$ cat src/rtl/uart_core_fifo.sv
// Parametrised UART: FIFO-buffered TX serializer and oversampled RX deserializer.
// Per-entry parity/frame error flags, RX overrun pulse, occupancy levels.
module uart_core_fifo_buf #(
  parameter int W     = 8,
  parameter int DEPTH = 16
) (
  input  logic                    clk,
  input  logic                    rst,
  input  logic                    push,
  input  logic [W-1:0]            wdata,
  input  logic                    pop,
  output logic [W-1:0]            rdata,
  output logic                    full,
  output logic                    empty,
  output logic [$clog2(DEPTH):0]  level
);
  localparam int AW = $clog2(DEPTH);
  localparam int LW = AW + 1;

  logic [W-1:0]  mem [DEPTH];
  logic [AW-1:0] wr;
  logic [AW-1:0] rd;
  logic          do_push;
  logic          do_pop;

  assign full    = level == LW'(DEPTH);
  assign empty   = level == '0;
  assign do_pop  = pop && !empty;
  assign do_push = push && (!full || do_pop);
  assign rdata   = empty ? '0 : mem[rd];

  always_ff @(posedge clk) begin
    if (do_push) mem[wr] <= wdata;
  end

  always_ff @(posedge clk) begin
    if (rst) begin
      wr    <= '0;
      rd    <= '0;
      level <= '0;
    end else begin
      if (do_push) wr <= wr + AW'(1);
      if (do_pop) rd <= rd + AW'(1);
      level <= level + LW'(do_push) - LW'(do_pop);
    end
  end
endmodule

module uart_core_fifo #(
  parameter int CLK_FREQ   = 50_000_000,
  parameter int BAUD       = 115200,
  parameter int OVERSAMPLE = 16,
  parameter int DATA_BITS  = 8,
  parameter int PARITY     = 0,
  parameter int STOP_BITS  = 1,
  parameter int FIFO_DEPTH = 16
) (
  input  logic                         clk,
  input  logic                         rst,
  input  logic                         rxd,
  output logic                         txd,
  input  logic [DATA_BITS-1:0]         tx_data,
  input  logic                         tx_valid,
  output logic                         tx_ready,
  output logic [DATA_BITS-1:0]         rx_data,
  output logic                         rx_parity_err,
  output logic                         rx_frame_err,
  output logic                         rx_valid,
  input  logic                         rx_ready,
  output logic                         rx_overrun,
  output logic [$clog2(FIFO_DEPTH):0]  tx_level,
  output logic [$clog2(FIFO_DEPTH):0]  rx_level
);
  localparam int BD    = BAUD * OVERSAMPLE;
  localparam int DIV_R = (BD > 0) ? (CLK_FREQ + BD / 2) / BD : 1;
  localparam int DIV   = (DIV_R < 1) ? 1 : DIV_R;
  localparam int CW    = (DIV > 1) ? $clog2(DIV) : 1;
  localparam int OW    = $clog2(OVERSAMPLE);
  localparam int BW    = $clog2(DATA_BITS);

  if (OVERSAMPLE < 8 || (OVERSAMPLE % 2) != 0 ||
      DATA_BITS < 5 || DATA_BITS > 9 ||
      PARITY < 0 || PARITY > 2 ||
      STOP_BITS < 1 || STOP_BITS > 2 ||
      FIFO_DEPTH < 2 || (FIFO_DEPTH & (FIFO_DEPTH - 1)) != 0 ||
      BD <= 0) begin : g_bad_param
    $error("uart_core_fifo: parameter out of range");
  end

  typedef enum logic [2:0] {
    S_IDLE, S_START, S_DATA, S_PARITY, S_STOP
  } state_t;

  logic [CW-1:0] div_cnt;
  logic          tick;

  assign tick = div_cnt == CW'(DIV - 1);

  always_ff @(posedge clk) begin
    if (rst) div_cnt <= '0;
    else if (tick) div_cnt <= '0;
    else div_cnt <= div_cnt + CW'(1);
  end

  // ---- TX ----
  state_t               tx_st;
  logic [OW-1:0]        tx_tc;
  logic [BW-1:0]        tx_bi;
  logic                 tx_sc;
  logic [DATA_BITS-1:0] tx_sh;
  logic                 tx_pb;
  logic [DATA_BITS-1:0] tx_q;
  logic                 tx_full;
  logic                 tx_empty;
  logic                 tx_bit_end;
  logic                 tx_pop;

  assign tx_ready   = !tx_full;
  assign tx_bit_end = tick && tx_tc == OW'(OVERSAMPLE - 1);
  // last stop bit can chain straight into the next start bit
  assign tx_pop = tick && !tx_empty &&
                  (tx_st == S_IDLE ||
                   (tx_st == S_STOP && tx_bit_end &&
                    tx_sc == 1'(STOP_BITS - 1)));

  uart_core_fifo_buf #(.W(DATA_BITS), .DEPTH(FIFO_DEPTH)) u_tx_fifo (
    .clk   (clk),
    .rst   (rst),
    .push  (tx_valid && tx_ready),
    .wdata (tx_data),
    .pop   (tx_pop),
    .rdata (tx_q),
    .full  (tx_full),
    .empty (tx_empty),
    .level (tx_level)
  );

  always_ff @(posedge clk) begin
    if (rst) begin
      tx_st <= S_IDLE;
      tx_tc <= '0;
      tx_bi <= '0;
      tx_sc <= 1'b0;
      tx_sh <= '0;
      tx_pb <= 1'b0;
      txd   <= 1'b1;
    end else if (tx_pop) begin
      tx_st <= S_START;
      tx_tc <= '0;
      tx_sh <= tx_q;
      tx_pb <= (PARITY == 1) ? ~^tx_q : ^tx_q;
      txd   <= 1'b0;
    end else if (tick && tx_st != S_IDLE) begin
      if (!tx_bit_end) begin
        tx_tc <= tx_tc + OW'(1);
      end else begin
        tx_tc <= '0;
        unique case (tx_st)
          S_START: begin
            tx_st <= S_DATA;
            tx_bi <= '0;
            txd   <= tx_sh[0];
            tx_sh <= tx_sh >> 1;
          end
          S_DATA: begin
            if (tx_bi == BW'(DATA_BITS - 1)) begin
              tx_sc <= 1'b0;
              if (PARITY != 0) begin
                tx_st <= S_PARITY;
                txd   <= tx_pb;
              end else begin
                tx_st <= S_STOP;
                txd   <= 1'b1;
              end
            end else begin
              tx_bi <= tx_bi + BW'(1);
              txd   <= tx_sh[0];
              tx_sh <= tx_sh >> 1;
            end
          end
          S_PARITY: begin
            tx_st <= S_STOP;
            txd   <= 1'b1;
          end
          S_STOP: begin
            if (tx_sc == 1'(STOP_BITS - 1)) tx_st <= S_IDLE;
            else tx_sc <= 1'b1;
          end
          default: tx_st <= S_IDLE;
        endcase
      end
    end
  end

  // ---- RX ----
  logic [1:0]           rx_sync;
  logic                 rx_s;
  state_t               rx_st;
  logic [OW-1:0]        rx_tc;
  logic [BW-1:0]        rx_bi;
  logic [DATA_BITS-1:0] rx_sh;
  logic                 rx_pb;
  logic                 rx_mid;
  logic                 rx_push;
  logic                 rx_pop;
  logic                 rx_perr;
  logic                 rx_full;
  logic                 rx_empty;
  logic [DATA_BITS+1:0] rx_q;

  assign rx_s    = rx_sync[1];
  assign rx_mid  = tick && rx_tc == OW'(OVERSAMPLE - 1);
  assign rx_push = rx_mid && rx_st == S_STOP;
  assign rx_perr = (PARITY != 0) &&
                   (rx_pb != ((PARITY == 1) ? ~^rx_sh : ^rx_sh));
  assign rx_valid = !rx_empty;
  assign rx_pop   = rx_valid && rx_ready;
  assign {rx_frame_err, rx_parity_err, rx_data} = rx_q;

  uart_core_fifo_buf #(.W(DATA_BITS + 2), .DEPTH(FIFO_DEPTH)) u_rx_fifo (
    .clk   (clk),
    .rst   (rst),
    .push  (rx_push),
    .wdata ({!rx_s, rx_perr, rx_sh}),
    .pop   (rx_pop),
    .rdata (rx_q),
    .full  (rx_full),
    .empty (rx_empty),
    .level (rx_level)
  );

  always_ff @(posedge clk) begin
    if (rst) begin
      rx_sync    <= 2'b11;
      rx_overrun <= 1'b0;
    end else begin
      rx_sync    <= {rx_sync[0], rxd};
      rx_overrun <= rx_push && rx_full && !rx_pop;
    end
  end

  always_ff @(posedge clk) begin
    if (rst) begin
      rx_st <= S_IDLE;
      rx_tc <= '0;
      rx_bi <= '0;
      rx_sh <= '0;
      rx_pb <= 1'b0;
    end else if (tick) begin
      rx_tc <= rx_mid ? '0 : rx_tc + OW'(1);
      unique case (rx_st)
        S_IDLE: begin
          rx_tc <= '0;
          if (!rx_s) rx_st <= S_START;
        end
        S_START: begin
          // half-bit re-check rejects short low glitches
          if (rx_tc == OW'(OVERSAMPLE / 2 - 1)) begin
            rx_tc <= '0;
            rx_bi <= '0;
            rx_st <= rx_s ? S_IDLE : S_DATA;
          end
        end
        S_DATA: begin
          if (rx_mid) begin
            rx_sh <= {rx_s, rx_sh[DATA_BITS-1:1]};
            rx_bi <= rx_bi + BW'(1);
            if (rx_bi == BW'(DATA_BITS - 1))
              rx_st <= (PARITY != 0) ? S_PARITY : S_STOP;
          end
        end
        S_PARITY: begin
          if (rx_mid) begin
            rx_pb <= rx_s;
            rx_st <= S_STOP;
          end
        end
        S_STOP: begin
          if (rx_mid) rx_st <= S_IDLE;
        end
        default: rx_st <= S_IDLE;
      endcase
    end
  end
endmodule

$ cat config.mk
export PLATFORM = sky130hd
export DESIGN_NAME = uart_core_fifo
export DESIGN_NICKNAME = d
export VERILOG_FILES = /design/src/rtl/uart_core_fifo.sv
export SDC_FILE = /design/constraint.sdc
export NUM_CORES = 1
export LEC_CHECK = 0
export ABC_CLOCK_PERIOD_IN_PS = 3900
export CELL_PAD_IN_SITES_DETAIL_PLACEMENT = 0
export CELL_PAD_IN_SITES_GLOBAL_PLACEMENT = 1
export CORE_MARGIN = 5
export CORE_UTILIZATION = 40
export CTS_CLUSTER_DIAMETER = 30
export CTS_CLUSTER_SIZE = 30
export DETAILED_ROUTE_END_ITERATION = 12
export GPL_TIMING_DRIVEN = 0
export PLACE_DENSITY_LB_ADDON = 0.12
export SYNTH_ARGS = -nofsm -noshare
export SYNTH_HDL_FRONTEND = slang
export SYNTH_SLANG_ARGS = --single-unit
$ cat constraint.sdc
create_clock -name clk -period 3.9 [get_ports clk]
set_input_delay 0.78 -clock clk [delete_from_list [all_inputs] [get_ports clk]]
set_output_delay 0.78 -clock clk [all_outputs]
set_load 0.02 [all_outputs]
# Yosys cells after proc, flatten, opt, wreduce, memory -nomap -nowiden
# Memories as Yosys holds them, arrays and structs flattened. A register that Yosys moved wholly into a read port is not among the register bits.
# Index checks and enable logic that the tools add are counted.
[totals]
register_bits = 72
ramBits = 272
inputBits = 13
elab_cells = 159
mem_count = 2
[classes]
addsub = 13
n_eq_ne = 28
muxes = 46
bitwise = 2
n_reduce_logical = 48
[memory_table]
columns = ["memory", "depth", "width", "rd", "rd_clocked_by_memory_dff", "write_ports", "line", "text"]
rows = [
  ["u_rx_fifo.mem", 16, 9, 1, 1, 1, "20", "logic [W-1:0] mem [DEPTH];"],
  ["u_tx_fifo.mem", 16, 8, 1, 1, 1, "20", ""],
]
[op_table]
columns = ["cell", "n"]
rows = [
  ["8-bit two-way mux", 5],
  ["3-bit two-way mux", 11],
  ["4-bit two-way mux", 7],
  ["4-bit by 1-bit adder with 4-bit output (second input constant)", 6],
  ["2-bit inequality test (second input constant)", 9],
  ["1-bit logical AND", 16],
  ["8-bit one-hot mux with 2 select lines", 1],
  ["4-bit AND reduction", 4],
  ["5-bit == test (second input constant)", 3],
  ["3-bit one-hot mux with 5 select lines", 1],
  ["1-bit two-way mux", 13],
  ["3-bit by 2-bit == test with 1-bit output (second input constant)", 4],
  ["3-bit == test (second input constant)", 4],
  ["3-bit one-hot mux with 2 select lines", 2],
  ["3-bit one-hot mux with 4 select lines", 1],
  ["5-bit by 1-bit adder with 5-bit output", 2],
  ["5-bit logical NOT", 2],
  ["10-bit two-way mux", 1],
  ["5-bit AND reduction", 2],
  ["2-bit nonzero test", 5],
  ["5-bit by 1-bit subtractor with 5-bit output", 2],
  ["3-bit by 2-bit inequality test with 1-bit output (second input constant)", 3],
  ["4-bit == test (second input constant)", 2],
  ["4-bit one-hot mux with 2 select lines", 1],
  ["16 further kinds", 30],
]

# Logic depth before layout (Yosys ltp)
[depth]
depth_word = 11
depth_mapped = 14
ltp_nobuf = 13

# Hierarchy
# Synthesis repeated with hierarchy kept, for this count alone.
[hier_totals]
hier_cells = 900
area_unflattened_um2 = 14989.4
[by_module_without_submodules]
columns = ["module", "instances", "cells_per_inst", "area_per_inst_um2", "seq_area_each_um2"]
rows = [
  ["uart_core_fifo_buf at u_rx_fifo", 1, 361, 7074.3, 5144.9],
  ["uart_core_fifo_buf at u_tx_fifo", 1, 309, 5846.9, 4184.0],
  ["uart_core_fifo", 1, 230, 2068.2, 900.9],
]

# Worst setup path after synthesis
# Ideal clock, no wire load.
[synth_path]
kind = "flip-flop to flip-flop"
start = "reg u_tx_fifo.level[2]"
end = "reg u_tx_fifo.level[4]"
t_arrival_ns = 2.888
setup_slack_ns = 0.942
path_stages_with_launch = 15
n_path_buf = 1
period_less_slack_ns = 2.958
path_cell_list = "dfxtp_1 > inv_1 > ha_1 > nor4b_1 > a2111o_1 > inv_1 > buf_2 > ha_1 > inv_1 > ha_1 > fa_1 > a21oi_1 > nor2_1 > or3_1 > a21oi_1"
[synth_via]
elab_chain_len = 9
[synth_lines]
columns = ["element", "line", "text"]
rows = [
  ["from (decl)", "15", "output logic [$clog2(DEPTH):0] level"],
  ["from (signal assigned)", "44", "level <= level + LW'(do_push) - LW'(do_pop);"],
  ["5-bit logical NOT (*)", "27", "assign empty = level == '0;"],
  ["1-bit logical NOT (*)", "28, 121", ""],
  ["1-bit logical AND (2 in series)", "121", "assign tx_pop = tick && !tx_empty &&"],
  ["1-bit logical AND (*)", "28", "assign do_pop = pop && !empty;"],
  ["net u_tx_fifo.do_pop", "24", "logic do_pop;"],
  ["1-bit logical OR", "29", "assign do_push = push && (!full || do_pop);"],
  ["1-bit logical AND", "29", ""],
  ["5-bit by 1-bit adder with 5-bit output", "44", ""],
  ["5-bit by 1-bit subtractor with 5-bit output (*)", "44", ""],
]
# Mark *: on every way through the listed nets, which the timed path passes. The rest lies on a longest branch.
# A chain may end at the register's enable or synchronous reset.

==> run_results.csv <==
group,metric,value,unit
die,io_pins,37,
critical_path,worstPathCellList,"buf_6 -> buf_8 -> mux4_2 -> mux4_2 -> and2_1 -> clkdlybuf4s50_1",
grt,track_usage,0.1635,
logic_synthesis,syn_nets,898,
run,maxCapViolCount,0,
clock_tree,cts-root-buf,"clkbuf_16",
route,drt_iter0_markers,366,
pwr,power_frac_comb,0.126,
logic_synthesis,ys_async_sr_fraction,0,
critical_path,required,3120,ps
grt,grt_overflow_total,0,
critical_path,crit_type,"reg2out",
sta,finalMaxSlewViolations,0,
critical_path,critPathLaunchType,"register",
sta,period_minus_slack,3766,ps
critical_path,crit_path_end_kind,"primary output",
placement,io_buffer_count,35,
critical_path,path_common_cell,"mux4_2",
grt,first_global_vias,8191,
logic_synthesis,yosysSeqAreaShare,0.6841,
route,vias_per_cell,5.210,
sta,rsz0062_at_grt,"no",
die,initial_utilization,0.4026,
critical_path,critPathMaxStageDelay,570,ps
layout,nets,1009,
grt,grt_pass1_wl,48.76,mm
placement,finalWeightedCongestion,0.7369,
logic_synthesis,yosys_warnings,0,
clock_tree,clockBufferDepth,3,
logic_synthesis,avgSynthCellArea,16.71,µm²
pwr,p_int,9.315,mW
run_status,status,"complete, no violations",
clock_tree,cts_tree,"yes",
logic_synthesis,synth_ff_type,"edfxtp_1",
route,drtAntennaViolNets,0,
grt,grt_antenna_before_repair,0,
min_path,hold_path_class,"reg2reg",
critical_path,regToRegSetupSlack,500,ps
pwr,power_density,682.4,mW/mm²
route,vias,7726,
route,routedWlPerCell,21.16,µm
logic_synthesis,netlist_area,0.01425,mm²
sta,fin_crit_sh,0.9656,
pwr,power.leakage,6.103,nW
logic_synthesis,ys_ff_latch,351,
layout,final_common_cell,"edfxtp_1",
die,core,0.03540,mm²
sta,hold_violations,0,
clock_tree,cts-htree-levels,3,
min_path,hold-path-endpoint,"rx_sync[1]$_SDFF_PP1_",
pwr,p_seq_frac,0.346,
sta,timing.fmax,0.2655,GHz
sta,skew,16.00,ps
route,firstDrtPassIters,4,
critical_path,slowest_stage,"mux4_2",
die,rows,69,
critical_path,crit_fanout,10,
min_path,min_from,"rx_sync[0]$_SDFF_PP1_",
min_path,min_delay_path_depth,1,
clock_tree,ctsHoldBuffers,0,
layout,drive_gt1_frac,0.2211,
sta,worst_slew_margin_rel,0.1335,
layout,final_util,0.5027,
pwr,power,12.14,mW
sta,setup-tns-final,0,ps
critical_path,rr_endpoint,"u_tx_fifo.level[4]$_SDFF_PP0_",
layout,layout_common_cells,"edfxtp_1 (272), dfxtp_1 (78), clkbuf_16 (76), mux4_2 (74), nor2_1 (53)",
pwr,p_sw,2.827,mW
logic_synthesis,yosysUniqueCellTypes,59,
critical_path,arrival,2990,ps
die,die-height,198.8,µm
pwr,switching_share,0.2329,
route,drt_wl_total,31.38,mm
layout,diodes,0,
pwr,ir_worst_vdd,0.4672,mV
die,die-area,0.03950,mm²
clock_tree,clkTransAtPathRegs,40,ps
die,die_w,198.8,µm
critical_path,r2r_cells,13,
clock_tree,cts_buffers,75,
placement,hpwl,19.84,mm
pwr,p_clk_frac,0.528,
grt,grt_start_max_net_pins,19,
route,remaining_drc_errors,0,
sta,tightestPinTransition,1290,ps
clock_tree,clk_latency,570,ps
logic_synthesis,syn_inst,853,
clock_tree,cts_sinks,351,
layout,syn2layout_area_growth,24.86,%
logic_synthesis,synth-edff-count,272,
sta,setup_violations,0,
critical_path,r2r-start,"tx_tc[0]$_SDFFE_PP0P_",
## sequential cells by signal (all words and copies together), names as in the netlist, 5 cells and up, named ones only
signal / cells
div_cnt: 5
tx_sh: 8
rx_sh: 8
u_rx_fifo.level: 5
u_rx_fifo.mem: 144
u_tx_fifo.mem: 128
u_tx_fifo.level: 5
## logic make-up (layout without fill, tap and decap cells)
family          after synthesis  in the layout  synth area share
flops                       351            351            0.6841
simple gates                206            206           0.08112
compound gates               92             92           0.04320
mux                          88             88            0.1307
buf+inv                      66            235           0.02098
fa+ha+maj                    32             32           0.02915
xor+xnor                     17             17           0.01045
other cells                   1              1         0.0002631
## critical path, delay by kind of cell (launching register included)
kind | cells | cell delay (ps)
buf+inv | 3 | 890
mux | 2 | 1040
flops | 1 | 310
simple gates | 1 | 160
## metal layers
metal  vias up  GRT usage  wire (µm)
li1       3603          -          -
met1      3918     0.2104      13690
met2       162     0.2746      15750
met3        43    0.03828       1408
met4         0    0.05598        525
met5         -          0          0
## synth_stat cells (6+ instances only)
cell type / count / share of area
or3b_2: 6 / 0.0037
buf_2: 11 / 0.0039
or3_1: 7 / 0.0031
inv_1: 21 / 0.0055
edfxtp_1: 272 / 0.57
o21ai_0: 19 / 0.0067
xor2_1: 9 / 0.0055
dfxtp_1: 79 / 0.11
nand2_1: 25 / 0.0066
nand3_1: 27 / 0.0095
a31oi_1: 7 / 0.0031
and2_1: 23 / 0.010
nor4b_1: 6 / 0.0037
mux4_2: 72 / 0.11
buf_1: 9 / 0.0024
nor2b_1: 7 / 0.0031
nor3_1: 8 / 0.0028
xnor2_1: 8 / 0.0049
clkbuf_1: 19 / 0.0050
mux2i_1: 11 / 0.0077
ha_1: 30 / 0.026
nor2_1: 53 / 0.014
nand2b_1: 9 / 0.0040
a21oi_1: 30 / 0.011
a22o_1: 16 / 0.0098
## cell type report
type                       count  area, µm²
tap                          461      576.8
fill                        2962      17600
inverter                      21      78.83
multi-input combinational    436       4205
buffer                        44      227.7
timing repair buffer          35      367.9
clock inverter                51      644.4
sequential                   351       9751
clock buffer                  84       1942
## power by group through the flow
stage,combinational (mW),sequential (mW),clock [mW]
6_report,1.53,4.20,6.41
5_1_grt,1.69,4.21,6.74
4_1_cts,1.58,4.20,6.52
3_5_place_dp,1.58,4.26,0
3_3_place_gp,1.58,4.26,0
2_1_floorplan,0.998,4.28,0
## worst max-delay path by stage
stage / from / to / slack (ps) / cells after the start
4_1_cts: register / rx_data[7] / 8 / 6
3_3_place_gp: register / rx_data[3] / 90 / 6
3_5_place_dp: register / rx_data[7] / 60 / 6
5_1_grt: register / rx_data[3] / 7 / 6
2_1_floorplan: u_tx_fifo.level[2]$_SDFF_PP0_ / u_tx_fifo.level[4]$_SDFF_PP0_ / 940 / 14
6_report: register / rx_data[2] / 130 / 6
## timing repair
| item | in CTS | in global routing |
|---|---|---|
| resized for setup | 7 | 8 |
| setup endpoints to repair | 9 | 7 |
| endpoints found under the hold margin | 0 | 0 |
| buffers inserted | 0 | 0 |
## through the flow
step	hold WS (ps)	cell area (µm²)	instances	setup WS, ps
3_5_place_dp	393.2	15190	1349	57.02
2_1_floorplan	389.5	14250	853	941.7
3_3_place_gp	394.2	15180	1349	89.69
4_1_cts	402.2	17770	1483	7.898
5_1_grt	425.0	17790	1483	6.742
6_report	401.2	17790	1483	134.1
No activity file was read; power rests on OpenSTA's default activity.
